File: src/rtl/motion_counter.sv
`default_nettype none
// ============================================================================
// Module      : motion_counter
// Description : Single-axis motion engine. A programmable tick divider paces
//               updates of a position register. Each update adds the current
//               signed velocity to the position. It then integrates a signed
//               acceleration into the velocity, saturating the velocity at a
//               terminal speed. The position is confined to [pos_min, pos_max]
//               either by clamping (WRAP=0) or by wrapping (WRAP=1).
//               One-cycle hit pulses flag bound crossings.
//
// Ports       : clk       - clock
//               resetn    - asynchronous active-low reset
//               enable    - count/update enable
//               load      - synchronous load of pos/vel (beats enable)
//               load_pos  - position loaded on load
//               load_vel  - signed velocity loaded on load
//               period    - update every period+1 enabled cycles
//               accel     - signed velocity increment per update
//               vmax      - terminal speed magnitude
//               pos_min   - lower bound, inclusive
//               pos_max   - upper bound, inclusive (min>max disables bounds)
//               pos       - current position
//               vel       - current signed velocity
//               tick      - one-cycle pulse with each pos/vel update
//               hit_min   - one-cycle pulse, lower bound crossed
//               hit_max   - one-cycle pulse, upper bound crossed
//
// Options     : MOTION_COUNTER_BOUNCE_EN - with WRAP=0, a bound hit reflects
//               the velocity (vel <= -nvel) instead of zeroing it.
//
// Revision    : 1.0 - initial release
// ============================================================================
module motion_counter #(
    parameter int POS_W = 8,
    parameter int VEL_W = 4,
    parameter int DIV_W = 26,
    parameter int WRAP  = 0
) (
    input  logic             clk,
    input  logic             resetn,
    input  logic             enable,
    input  logic             load,
    input  logic [POS_W-1:0] load_pos,
    input  logic [VEL_W-1:0] load_vel,
    input  logic [DIV_W-1:0] period,
    input  logic [VEL_W-1:0] accel,
    input  logic [VEL_W-2:0] vmax,
    input  logic [POS_W-1:0] pos_min,
    input  logic [POS_W-1:0] pos_max,
    output logic [POS_W-1:0] pos,
    output logic [VEL_W-1:0] vel,
    output logic             tick,
    output logic             hit_min,
    output logic             hit_max
);

    // Position math is done two bits wider than the position so that
    // overshoot past either end is representable as a signed value.
    localparam int c_EXT_W = POS_W + 2;
    localparam int c_VS_W  = VEL_W + 1;

    logic [DIV_W-1:0]          r_div_cnt;
    logic [POS_W-1:0]          r_pos;
    logic signed [VEL_W-1:0]   r_vel;
    logic                      r_tick;
    logic                      r_hit_min;
    logic                      r_hit_max;

    logic                      w_fire;
    logic signed [c_EXT_W-1:0] w_pos_x;
    logic signed [c_EXT_W-1:0] w_vel_x;
    logic signed [c_EXT_W-1:0] w_min_x;
    logic signed [c_EXT_W-1:0] w_max_x;
    logic signed [c_EXT_W-1:0] w_npos;
    logic signed [c_VS_W-1:0]  w_vsum;
    logic signed [c_VS_W-1:0]  w_vmax_x;
    logic signed [VEL_W-1:0]   w_nvel;
    logic signed [VEL_W-1:0]   w_hit_vel;
    logic                      w_bounds_en;
    logic                      w_over;
    logic                      w_under;
    logic [POS_W-1:0]          w_wrap_hi;
    logic [POS_W-1:0]          w_wrap_lo;
    logic [POS_W-1:0]          w_next_pos;
    logic signed [VEL_W-1:0]   w_next_vel;

    // ">=" rather than "==" so that lowering period below the running count
    // fires on the next enabled cycle instead of wrapping the whole counter.
    assign w_fire = (r_div_cnt >= period);

    assign w_pos_x  = {2'b00, r_pos};
    assign w_vel_x  = {{(c_EXT_W-VEL_W){r_vel[VEL_W-1]}}, r_vel};
    assign w_min_x  = {2'b00, pos_min};
    assign w_max_x  = {2'b00, pos_max};
    assign w_npos   = w_pos_x + w_vel_x;

    // Velocity sum carries one guard bit so saturation sees the true sum.
    assign w_vsum   = {r_vel[VEL_W-1], r_vel} + {accel[VEL_W-1], accel};
    assign w_vmax_x = {2'b00, vmax};

    always_comb begin
        w_nvel = w_vsum[VEL_W-1:0];
        if (w_vsum > w_vmax_x) begin
            w_nvel = VEL_W'(w_vmax_x);
        end else if (w_vsum < -w_vmax_x) begin
            w_nvel = VEL_W'(-w_vmax_x);
        end
    end

    // nvel is already within [-vmax, +vmax], so its negation is too.
`ifdef MOTION_COUNTER_BOUNCE_EN
    assign w_hit_vel = -w_nvel;
`else
    assign w_hit_vel = '0;
`endif

    assign w_bounds_en = (pos_min <= pos_max);
    assign w_over      = w_bounds_en && (w_npos > w_max_x);
    assign w_under     = w_bounds_en && (w_npos < w_min_x);

    // Wrap targets only need the low POS_W bits; the arithmetic is
    // identical modulo 2^POS_W.
    assign w_wrap_hi = pos_min + (w_npos[POS_W-1:0] - pos_max - POS_W'(1));
    assign w_wrap_lo = pos_max - (pos_min - w_npos[POS_W-1:0] - POS_W'(1));

    always_comb begin
        w_next_pos = w_npos[POS_W-1:0];
        w_next_vel = w_nvel;
        if (w_over) begin
            if (WRAP != 0) begin
                w_next_pos = w_wrap_hi;
            end else begin
                w_next_pos = pos_max;
                w_next_vel = w_hit_vel;
            end
        end else if (w_under) begin
            if (WRAP != 0) begin
                w_next_pos = w_wrap_lo;
            end else begin
                w_next_pos = pos_min;
                w_next_vel = w_hit_vel;
            end
        end
    end

    always_ff @(posedge clk or negedge resetn) begin
        if (!resetn) begin
            r_div_cnt <= '0;
            r_pos     <= '0;
            r_vel     <= '0;
            r_tick    <= 1'b0;
            r_hit_min <= 1'b0;
            r_hit_max <= 1'b0;
        end else begin
            r_tick    <= 1'b0;
            r_hit_min <= 1'b0;
            r_hit_max <= 1'b0;
            if (load) begin
                r_pos     <= load_pos;
                r_vel     <= load_vel;
                r_div_cnt <= '0;
            end else if (enable) begin
                if (w_fire) begin
                    r_div_cnt <= '0;
                    r_pos     <= w_next_pos;
                    r_vel     <= w_next_vel;
                    r_tick    <= 1'b1;
                    r_hit_min <= w_under;
                    r_hit_max <= w_over;
                end else begin
                    r_div_cnt <= r_div_cnt + DIV_W'(1);
                end
            end
        end
    end

    assign pos     = r_pos;
    assign vel     = r_vel;
    assign tick    = r_tick;
    assign hit_min = r_hit_min;
    assign hit_max = r_hit_max;

endmodule
`default_nettype wire

File: config.mk
export PLATFORM = sky130hd
export DESIGN_NAME = motion_counter
export DESIGN_NICKNAME = d
export VERILOG_FILES = /design/src/rtl/motion_counter.sv
export SDC_FILE = /design/constraint.sdc
export NUM_CORES = 1
export LEC_CHECK = 0
export CORE_ASPECT_RATIO = 1.1
export CORE_MARGIN = 4
export CORE_UTILIZATION = 53
export DETAILED_ROUTE_END_ITERATION = 12
export PLACE_DENSITY_LB_ADDON = 0.05
export SYNTH_ARGS = -nofsm -noshare
export SYNTH_HDL_FRONTEND = slang
export SYNTH_SLANG_ARGS = --single-unit
export TNS_END_PERCENT = 50
File: constraint.sdc
create_clock -name clk -period 4.6 [get_ports clk]
set_clock_uncertainty 0.15 [all_clocks]
set_input_delay 0.46 -clock clk [delete_from_list [all_inputs] [get_ports clk]]
set_output_delay 0.46 -clock clk [all_outputs]
set_load 0.01 [all_outputs]
=== After elaboration in Yosys (flattened, before gate mapping) ===
Cells that the tools add are included.

* Reduce and logical (&&, ||, !) cells: 5
* Muxes and demuxes: 24
* $add $sub $neg: 4
* Order comparisons: 6

{| class="wikitable"
|+ Operator list
! cell !! number
|-
| $mux 26 || 3
|-
| $mux 8 || 5
|-
| $mux 4 || 7
|-
| $add 26x1->26 const B || 1
|-
| $ge 26x26->1 || 1
|-
| $add 9x4->10 || 1
|-
| $gt 10x9->1 || 1
|-
| $lt 10x9->1 || 1
|-
| $mux 1 || 9
|-
| $le 8x8->1 || 1
|-
| $add 4x4->5 || 1
|-
| $gt 5x4->1 || 1
|-
| $lt 5x5->1 || 1
|-
| $neg 3->5 || 1
|-
| $reduce_bool 2->1 || 2
|-
| $logic_and 1x1->1 || 2
|-
| $reduce_and 2->1 || 1
|}

* Word-level logic and storage cells: 45
* Register bits: 41
* Output and inout port bits: 15

=== Depth between registers and ports, before layout ===
* Depth after elaboration: 9
* Depth in mapped cells: 16

=== Worst setup path before layout ===
Ideal clock, no wire load.

* Kind: register -> register
* Start point: reg r_vel[3] (netlist: vel[3])
* End point: reg r_pos[5] (netlist: pos[5])
* Setup time: 0.127 ns
* Slack: 0.845 ns
* Required time: 4.323 ns
* Buffers on the path: 0
* Stages on the path, launching flop included: 14
* Period minus slack after synthesis: 3.755 ns
* Arrival: 3.479 ns
* Path through: dfrtp_1 ha_1 and2_4 a221oi_2 nand2_1 xor2_1 ha_1 a211o_1 o32a_1 a21boi_1 o221ai_4 mux2_1 mux2i_1 o21ai_1

* Longest elaborated chain between the ends: 8
* Elaborated cells between the ends (all ways): 10
* Classes of those cells: add/sub (1); order compare (2); mux (5); reduce/logical (2)

{| class="wikitable"
|+ RTL lines
! element !! RTL line !! source
|-
| from (decl) || 65 || <nowiki>logic signed [VEL_W-1:0] r_vel;</nowiki>
|-
| from (signal assigned) || 161 || <nowiki>r_vel <= load_vel;</nowiki>
|-
| from (signal assigned) || 167 || <nowiki>r_vel <= w_next_vel;</nowiki>
|-
| $add 9x4->10 (*) || 96 || <nowiki>assign w_npos = w_pos_x + w_vel_x;</nowiki>
|-
| $lt 10x9->1 || 120 || <nowiki>assign w_under = w_bounds_en && (w_npos < w_min_x);</nowiki>
|-
| $logic_and 1x1->1 || 120 ||
|-
| $mux 8 || 137 || <nowiki>end else if (w_under) begin</nowiki>
|-
| $mux 8 (*) || 130 || <nowiki>if (w_over) begin</nowiki>
|-
| $mux 8 (*) || 164 || <nowiki>if (w_fire) begin</nowiki>
|-
| $mux 8 (*) || 163 || <nowiki>end else if (enable) begin</nowiki>
|-
| $mux 8 (*) || 159 || <nowiki>if (load) begin</nowiki>
|-
| to (signal assigned) || 160 || <nowiki>r_pos <= load_pos;</nowiki>
|-
| to (signal assigned) || 166 || <nowiki>r_pos <= w_next_pos;</nowiki>
|-
| to (decl) || 64 || <nowiki>logic [POS_W-1:0] r_pos;</nowiki>
|}

Mark *: on every way between the ends. The rest lies on a longest branch, timed or not. The select of a mux whose other input is x is not followed.
A chain may end at the register's enable or synchronous reset.

=== Worst setup path after layout ===
* Start point: reg r_vel[0] (netlist: vel[0])
* End point: reg r_pos[5] (netlist: pos[5])

Same word-level chain as after synthesis.

==> results.txt <==
For the pin with the worst max-slew slack, the measured transition is 0.944 ns. The die is 91.7 um wide. Wires add up to 9670 um.

The routed length on met2 came out at 4890 um. The die footprint came out at 9180 um^2. The startpoint identified for the worst register-to-register timing path is vel[0]. The clock group share of total power came out at 0.228. The top flip-flop cell by instance count after synthesis is dfrtp_1.

The number of iterations in the first detailed-routing pass came out at 4. The instance area at placement came out at 4990 um^2. The global-route usage over all layers is 0.221. The required arrival time at the worst endpoint came out at 4.62 ns.

The period utilization came out at 0.892. The dominant cell type by count on the critical path is ha_1. The register bit count reported by yosys is 41. Setup total negative slack on the finished layout was measured at 0 ns. The die outline height came out at 100 um. The clock latency on the worst-skew pair is 0.29 ns. The share of the synthesized area in the top cell type is 0.251. The starting density of the core came out at 0.547. In this run the remaining antenna-violating nets after routing total 0. The sequential share of power came out at 0.304. The count of input and output buffers came out at 79. During synthesis, Yosys emitted a total of 0 warnings. For this design the top-level I/O count stands at 80. The layout cell share with drive strength beyond 1 came out at 0.0407. The startpoint class of the critical path is a flip-flop.

The number of antenna diodes in the final layout is 0. The pin count of the biggest net entering global routing is 42. The tightest min-delay check is of the primary input to asynchronous set/reset pin type. Yosys attributes the largest share of cell area to dfrtp_1, ha_1, inv_1. Summed over all nets, the switching power comes to 464 uW. TritonCTS built the clock tree. OpenSTA, run right after detailed placement, puts the worst setup slack at 0.523 ns. The flow ran to the end, and the final reports show no timing, DRC or antenna violations. The peak per-stage delay on the critical path is 0.42 ns. The switching power as a share of total power is 0.366.

For this run, the register share of the synthesized area comes to 0.251. The via count of the first global-routing pass came out at 3,702. The global placement routability congestion is 0.860. The synthesized netlist occupies a cell area of 4090 um^2. The logic gate share of total power came out at 0.468.

The met3 routed wirelength is 440 um. The maximum level of the CTS H-tree is 2. The final max-slew violation count came out at 0. The endpoint class of the critical path is a flip-flop. The number of buffers created by CTS came out at 5. The tree built by TritonCTS fans out to 41 sinks. For this run, design rule violations remaining after detail routing come to 0. The proportion of register bits with asynchronous set or reset after synthesis is 1.00. Internal power comes to 803 uW. The maximum clock rate came out at 244 MHz. Signal routing reaches up to met4. Across the whole layout, storage elements account for 1030 um^2.

The critical path in this run is classified as flip-flop to flip-flop. Across all setup checks in the final design, the least slack found is 0.496 ns. The peak supply drop came out at 0.163 mV. The power density over cell area came out at 249 nW/um^2. The total number of vias is 3,676. The fill cell total of the finished layout came out at 636. The final design instance area without fill came out at 5090 um^2. The slowest stage of the critical path is the dfrtp_1 cell. The number of DRC violations after detailed-routing iteration 0 came out at 59. The layout overhead on the synthesized area is 24.6%. The half-perimeter wire length after detailed placement came out at 7980 um. The worst-path maximum fanout came out at 14. The post-cts resize count is 0. The root buffer cell chosen for the clock tree is clkbuf_8. The post-detailed-route via-to-cell ratio came out at 5.49. The library cell with the largest summed area after synthesis is dfrtp_1.

The number of unique standard cell types used by synthesis is 61. The region available for standard cell placement spans 7470 um^2. The number of buffers inserted to repair setup after CTS is 0. For this run, the share of the core covered by cells in the final layout is 0.681. The net count reported at finish is 704. The initial antenna violation count came to 0.

The minimum clock period after layout is 4.10 ns. The multi-input gate area in the final layout came out at 2760 um^2. After detailed routing, the average wire length per cell comes to 14.4 um. The worst path arrival time is 4.12 ns. The number of synthesized flops with an enable pin came out at 0. Measured in cells, the most critical reg-to-reg path has a length of 14. The mean area per synthesized cell is 8.44 um^2. In this run the deepest clock path goes through 2 buffers.

The first-pass GRT wire length came out at 16,700 um. In this run the critical register-to-register path is captured at pos[5]. Hold repair after CTS inserted 0 buffers. The internal reg-to-reg setup slack is 0.50 ns. The total congestion overflow is 0. Measured against its own limit, the worst slew margin works out to 0.371.

The leakage power is 0.00253 uW. The placement row count is 33. The critical path goes through ha_1 -> fa_1 -> a211oi_1 -> o21bai_1 -> a21oi_1 -> xnor2_1 -> ha_1 -> a211o_1 -> o32a_1 -> a21boi_1 -> o221ai_4 -> mux2_1 -> mux2i_1 -> o21ai_1. The post-route met1 wirelength is 4130 um. The total setup violations reported at the end of the flow is 0. Across the run, the number of max-cap violations was 0. The clock-pin slew of the registers on the worst-case setup and hold paths is 0.08 ns. The total count of hold-check failures in the final report is 0. Setup repair after global routing left no endpoint under its margin.

After technology mapping, the gate count stands at 484. The number of nets in the synthesized netlist is 623.
## metal layers
layer,up-vias,track usage
li1,1870,-
met3,16,0.0375
met4,0,0.0571
met5,-,0
met1,1710,0.266
met2,80,0.408
## cell families after synthesis
logic type               Yosys count  synth area share
flip-flops                        41             0.251
XOR/XNOR                          31            0.0665
multiplexers                       3           0.00796
AO/OA/AOI/OAI                    121             0.209
buffers and inverters             78            0.0735
adder cells (fa/ha/maj)           74             0.230
AND/OR/NAND/NOR                  136             0.161
## power by group through the flow
stage                     registers [uW]  logic (uW)  clock network, uW
after floorplan                      396         406                  0
after global placement               392         584                  0
after detailed placement             393         592                  0
after CTS                            386         596                296
after global routing                 388         670                308
final                                386         593                288
## layout by cell type (no fill, tap or decap), types with 3 or more instances in the layout
| master | instances |
|---|---|
| and3_1 | 4 |
| nand2b_1 | 6 |
| xor2_1 | 20 |
| nor2b_1 | 5 |
| nor2_1 | 47 |
| a22oi_1 | 10 |
| a211oi_1 | 4 |
| o221ai_1 | 5 |
| and2_1 | 4 |
| o21ai_0 | 7 |
| xnor2_1 | 11 |
| a21oi_1 | 35 |
| clkdlybuf4s50_1 | 78 |
| nand4_1 | 8 |
| nand3_1 | 21 |
| o21ai_1 | 9 |
| a21o_1 | 10 |
| buf_4 | 3 |
| dfrtp_1 | 41 |
| o21a_1 | 5 |
| inv_1 | 70 |
| nor3_1 | 4 |
| nand2_1 | 27 |
| o2111ai_1 | 3 |
| a31oi_1 | 6 |
| ha_1 | 72 |
| clkbuf_8 | 5 |
## synthesized netlist by cell type, types with 5 or more instances
master	number
a21oi_1	35
xnor2_1	11
dfrtp_1	41
nor2b_1	5
o21a_1	5
a21o_1	10
inv_1	70
nand4_1	8
nor2_1	47
o21ai_0	7
a22oi_1	10
xor2_1	20
nand3_1	21
nand2_1	27
a31oi_1	6
ha_1	72
o21ai_1	9
o221ai_1	5
nand2b_1	6
## worst max path at each step
| stage | to | cells past startpoint | from |
|---|---|---|---|
| finish | pos[5] | 14 | vel[0] |
| detailed placement | pos[5] | 14 | vel[0] |
| global placement | pos[5] | 14 | vel[0] |
| global route | pos[5] | 14 | vel[0] |
| CTS | pos[5] | 14 | vel[0] |
| floorplan | pos[5] | 13 | vel[3] |
## state kept, by name, indices dropped and copies added (netlist names)
signal	flops
hit_min	1
hit_max	1
pos	8
vel	4
r_div_cnt	26
tick	1
## metrics by stage
step,hold WS (ns),std cells,power [uW]
floorplan,0.0144,484,802
global placement,0.382,663,976
detailed placement,0.395,663,985
CTS,0.191,670,1280
global route,0.237,670,1370
finish,0.156,670,1270
## worst max-delay path: cells and delay by family (launching register included)
| kind | cells | cell delay, ns |
|---|---|---|
| xor+xnor | 1 | 0.14 |
| fa+ha+maj | 3 | 0.87 |
| mux | 2 | 0.50 |
| flops | 1 | 0.42 |
| compound gates | 8 | 1.90 |
## layout make-up
type                       count  share of cell area
clock buffer                   5              0.0135
clock inverter                 2             0.00688
inverter                      70              0.0516
multi-input combinational    365               0.542
sequential                    41               0.202
tap                          105              0.0258
timing repair buffer          82               0.159
No activity file was read; power rests on OpenSTA's default activity.
